## config.mk

```make
export PLATFORM = sky130hd
export DESIGN_NAME = load_store_unit
export DESIGN_NICKNAME = d
export VERILOG_FILES = /design/src/rtl/load_store_unit.sv
export SDC_FILE = /design/constraint.sdc
export NUM_CORES = 1
export LEC_CHECK = 0
export CORE_MARGIN = 8
export CORE_UTILIZATION = 35
export CTS_BUF_LIST = sky130_fd_sc_hd__clkbuf_8
export DETAILED_ROUTE_END_ITERATION = 8
export GPL_TIMING_DRIVEN = 1
export PLACE_DENSITY = 0.71
export SYNTH_ARGS = -nofsm -noshare
export SYNTH_HDL_FRONTEND = slang
export SYNTH_SLANG_ARGS = --single-unit
```

## constraint.sdc

```tcl
create_clock -name clk -period 1.62 [get_ports clk]
set_input_delay 0.324 -clock clk [delete_from_list [all_inputs] [get_ports clk]]
set_output_delay 0.324 -clock clk [all_outputs]
set_load 0.01 [all_outputs]
```

## src/rtl/load_store_unit.sv

```systemverilog
// rtl/load_store_unit.sv - word-aligned load/store stage with memory request/ready handshake
// Optional build macro MISALIGN_TRAP_EN: misaligned half/word accesses fault instead of being forced aligned.
module load_store_unit #(
    parameter int ADDR_W  = 32,
    parameter int TIMEOUT = 16
) (
    input  logic              clk,
    input  logic              reset,
    input  logic              memRead,
    input  logic              memWrite,
    input  logic [2:0]        funct3,
    input  logic [ADDR_W-1:0] addr,
    input  logic [31:0]       storeData,
    output logic              busy,
    output logic              done,
    output logic [31:0]       loadData,
    output logic              fault,
    output logic              memReq,
    output logic              memWe,
    output logic [ADDR_W-1:0] memAddr,
    output logic [31:0]       memWdata,
    output logic [3:0]        memBe,
    input  logic              memReady,
    input  logic [31:0]       memRdata
);

    typedef enum logic [1:0] {IDLE, ACCESS, RESP} state_t;

    localparam int CW = (TIMEOUT > 1) ? $clog2(TIMEOUT + 1) : 1;
    localparam logic [CW-1:0] TLAST = CW'(TIMEOUT - 1);

    state_t          state, state_nx;
    logic [1:0]      off_r;
    logic            we_r;
    logic            fault_r;
    logic [CW-1:0]   cnt;

    logic            is_byte, is_half;
    logic [1:0]      eff_off;
    logic [3:0]      be_in;
    logic [31:0]     wdata_in;
    logic            single, both, trap, timed_out;
    logic            unused;

    assign unused  = funct3[2];
    assign is_byte = (funct3[1:0] == 2'b00);
    assign is_half = (funct3[1:0] == 2'b01);
    assign single  = memRead ^ memWrite;
    assign both    = memRead & memWrite;

    // Offsets below the access size are dropped so untrapped misaligned accesses land aligned.
    always_comb begin
        eff_off  = 2'b00;
        be_in    = 4'b1111;
        wdata_in = storeData;
        if (is_byte) begin
            eff_off  = addr[1:0];
            be_in    = 4'b0001 << addr[1:0];
            wdata_in = {4{storeData[7:0]}};
        end else if (is_half) begin
            eff_off  = {addr[1], 1'b0};
            be_in    = 4'b0011 << {addr[1], 1'b0};
            wdata_in = {2{storeData[15:0]}};
        end
    end

`ifdef MISALIGN_TRAP_EN
    assign trap = (is_half & addr[0]) | (funct3[1] & (addr[1:0] != 2'b00));
`else
    assign trap = 1'b0;
`endif

    assign timed_out = (TIMEOUT > 0) && !memReady && (cnt == TLAST);

    always_comb begin
        state_nx = state;
        case (state)
            IDLE: begin
                if (single)
                    state_nx = trap ? RESP : ACCESS;
                else if (both)
                    state_nx = RESP;
            end
            ACCESS: begin
                if (memReady || timed_out)
                    state_nx = RESP;
            end
            RESP:    state_nx = IDLE;
            default: state_nx = IDLE;
        endcase
    end

    always_ff @(posedge clk) begin
        if (reset) begin
            state    <= IDLE;
            off_r    <= 2'b00;
            we_r     <= 1'b0;
            fault_r  <= 1'b0;
            cnt      <= '0;
            loadData <= 32'h0;
            memAddr  <= '0;
            memWdata <= 32'h0;
            memBe    <= 4'b0000;
        end else begin
            state <= state_nx;
            case (state)
                IDLE: begin
                    if (single) begin
                        we_r     <= memWrite;
                        off_r    <= eff_off;
                        memAddr  <= {addr[ADDR_W-1:2], 2'b00};
                        memWdata <= wdata_in;
                        memBe    <= memWrite ? be_in : 4'b0000;
                        cnt      <= '0;
                        fault_r  <= trap;
                        if (trap && memRead)
                            loadData <= 32'h0;
                    end else if (both) begin
                        fault_r <= 1'b1;
                    end
                end
                ACCESS: begin
                    if (memReady) begin
                        fault_r <= 1'b0;
                        if (!we_r)
                            loadData <= memRdata >> {off_r, 3'b000};
                    end else begin
                        cnt <= cnt + 1'b1;
                        if (timed_out) begin
                            fault_r <= 1'b1;
                            if (!we_r)
                                loadData <= 32'h0;
                        end
                    end
                end
                default: ;
            endcase
        end
    end

    assign memReq = (state == ACCESS);
    assign memWe  = (state == ACCESS) & we_r;
    assign done   = (state == RESP);
    assign fault  = (state == RESP) & fault_r;
    assign busy   = (state == ACCESS) | ((state == IDLE) & (memRead | memWrite));

endmodule

```

==> flow_summary.toml <==
[clock_network]
cts-buffers-inserted = 9
clk_path_buf_depth = 2
ctsHoldBuffers = 0
htreeDepth = 3
cts_root_buf = "clkbuf_8"
clk_pin_slew_ns = 0.10
cts_tree = "done"
clock-sinks = 109
clock_latency_ns = 0.38

[synthesis]
synth.top_cells.by_area = "dfxtp_1 45%, nand2_1 10%, a21oi_1 6.9%"
synthMuxAreaShare_pct = 10.8
ys_types = 37
syn_area_per_cell_um2 = 8.50
synth_most_common_cell = "nand2_1"
ys_async_sr_fraction_pct = 0
syn-cell-area_mm2 = 0.00483
yosys.area_share.simple_pct = 20.0
synth_common_cells = "132 x nand2_1, 109 x dfxtp_1, 67 x a21oi_1, 43 x nor2_1, 30 x o21ai_0"
synth_compound_area_share_pct = 17.2
yosysTopAreaCell = "dfxtp_1"
synth_top_family_by_area = "simple AND/OR/NAND/NOR gates"
synth_edf_count = 0
yosys_register_bits = 109
yosys_warnings = 0
synthXorXnorAreaFrac_pct = 0.363
post-synth-top-area-fraction_pct = 45.2
synth_seq_area_share_pct = 45.2
synthCells = 568
ys.flop_type = "dfxtp_1"
synth_fa_ha_area_share_pct = 0.778

[cells_and_area]
num_antenna_cells = 0
finish.instance_area_mm2 = 0.00814
drive_above_1_share_pct = 22.3
postLayoutCoreUtil_pct = 59.5
layoutNonFillerInstCount = 1006
final_nets = 929
area_growth_pct = 68.6

[detailed_routing]
drt-wirelength-per-cell_um = 17.4
dr.pass1.iters = 4
viasPerCell = 5.01
wl_um = 17500
drc = 0
vias = 5038
drtAntennaViolNets = 0
drt_iter0_markers = 238

[sta]
finalSetupTns_ns = -3.98
hold_viol_final = 0
rsz0062_at_grt = "yes"
clock.fmax_mhz = 560
maxSlewViolCount = 0
fin_ws_ns = -0.166
fin_hold_ws_ns = 0.353
clock-skew-final_ns = 0.0150
setup_viol = 32
fin_crit_sh_pct = 110
finalCriticalPeriod_ns = 1.79

[power_and_ir_drop]
p_sw_share_pct = 30.2
p_leak_nw = 3.64
p_seq_share_pct = 45.8
powerDensity_mw_per_mm2 = 804
switching_power_mw = 1.98
ir_drop_mv = 0.519
clkPwrFrac_pct = 22.9
power_mw = 6.54
intPower_mw = 4.56
p_comb_share_pct = 31.2

[status]
status = "complete, but fails checks"
violations = "setup timing"

[global_route]
grt_use_total_pct = 18.7
grt_pass1_wl_um = 27200
grt_overflow = 0
antenna_found_initial = 0
grt_max_degree = 57
grt_pass1_vias = 5277

[worst_hold_path]
min_delay_path_depth = 2
hold_class = "in2reg"
whs_endpoint = "memWdata[0]"
hp-start = "reset"

[setup_path]
worst_setup_path_start_kind = "register"
cp.arrival_ns = 2.06
r2r_start = "cnt[1]"
end_kind = "register"
crit_fanout = 8
r2r_end = "loadData[31]"
required_ns = 1.89
r2r_slack_ns = -0.17
critPathKind = "reg2reg"
ff2ff_path_depth = 9

[floorplan]
initial_utilization_pct = 35.3
die_w_um = 133
row_count = 43
design.core.area_mm2 = 0.0137
io_pins = 209
fp.dieH_um = 133
dieArea_mm2 = 0.0178

[place]
dp_slack_ns = -0.643
dpl.hpwl_um = 12400
numPlacedInstances = 971
io_buffers = 205
place_area_mm2 = 0.00750
place_congestion = 0.814

[flow_run]
cap_violations = 0
## registers in the layout (all words and copies together), names as in the netlist
name,cells
memBe,4
memWdata,32
loadData,32
cnt,5
state,2
memAddr,30
fault_r,1
off_r,2
we_r,1
## cell usage in the layout, fill, tap and decap left out, types with 9 or more instances in the layout
master,count
a22oi_2,16
dfxtp_1,105
dlymetal6s2s_1,16
buf_6,11
dlygate4sd2_1,79
o21ai_0,26
a21oi_1,58
clkbuf_8,10
mux2i_1,25
nand2_1,122
a21oi_2,9
nand2_2,9
buf_12,12
nand3_1,16
clkdlybuf4s50_1,104
nor2_1,41
buf_4,58
## cell type report
cell class                      instances  area (um^2)
Fill cell                            1203         5530
Timing Repair Buffer                  292         2950
Multi-Input combinational cell        405         2590
Sequential cell                       109         2190
Tap cell                              180          225
Clock buffer                           10          138
Clock inverter                          5         28.8
Inverter                                5         18.8
## kinds of logic after synthesis
| kind of cell | Yosys count |
|---|---|
| buf+inv | 55 |
| mux | 41 |
| compound gates | 135 |
| other cells | 1 |
| fa+ha+maj | 3 |
| xor+xnor | 2 |
| simple gates | 222 |
| flops | 109 |
## timing repair
item,4_1_cts,5_1_grt
endpoints found under the setup margin,186,107
setup buffers,4,8
pin swaps,8,37
gates resized for setup,123,62
cloned,3,6
## power by group through the flow
stage          registers, mW  logic [mW]  clock network (mW)
6_report                3.00        2.04                1.50
5_1_grt                 3.02        2.20                1.65
4_1_cts                 3.00        1.84                1.54
3_5_place_dp            3.06        1.84                   0
3_3_place_gp            3.05        1.80                   0
2_1_floorplan           3.14       0.700                   0
## worst max path at each step
stage | start | endpoint | slack, ns
6_report | cnt[1] | loadData[31] | -0.17
5_1_grt | cnt[1] | loadData[11] | -0.24
4_1_cts | cnt[0] | loadData[6] | -0.15
3_5_place_dp | memWrite | memBe[2] | -0.64
3_3_place_gp | memRead | cnt[4] | -0.57
2_1_floorplan | cnt[1] | loadData[2] | -0.11
## worst max-delay path: stages, from the launching register on
cell	delay [ns]
dfxtp_2	0.36
ha_4	0.13
and3_4	0.19
ha_4	0.12
nor2_2	0.03
or3_4	0.39
buf_4	0.17
clkbuf_16	0.15
nand2_1	0.07
a21oi_1	0.06
## layer usage
| layer | vias up | global-route usage, % | part of all wire, % | wire (um) |
|---|---|---|---|---|
| met3 | 29 | 6.89 | 8.3 | 1460 |
| met5 | - | 0 | 0 | 0 |
| li1 | 2455 | - | - | - |
| met2 | 168 | 31.7 | 48 | 8490 |
| met4 | 0 | 7.30 | 2.1 | 364 |
| met1 | 2386 | 20.9 | 41 | 7220 |
(Power assumes the default switching activity.)
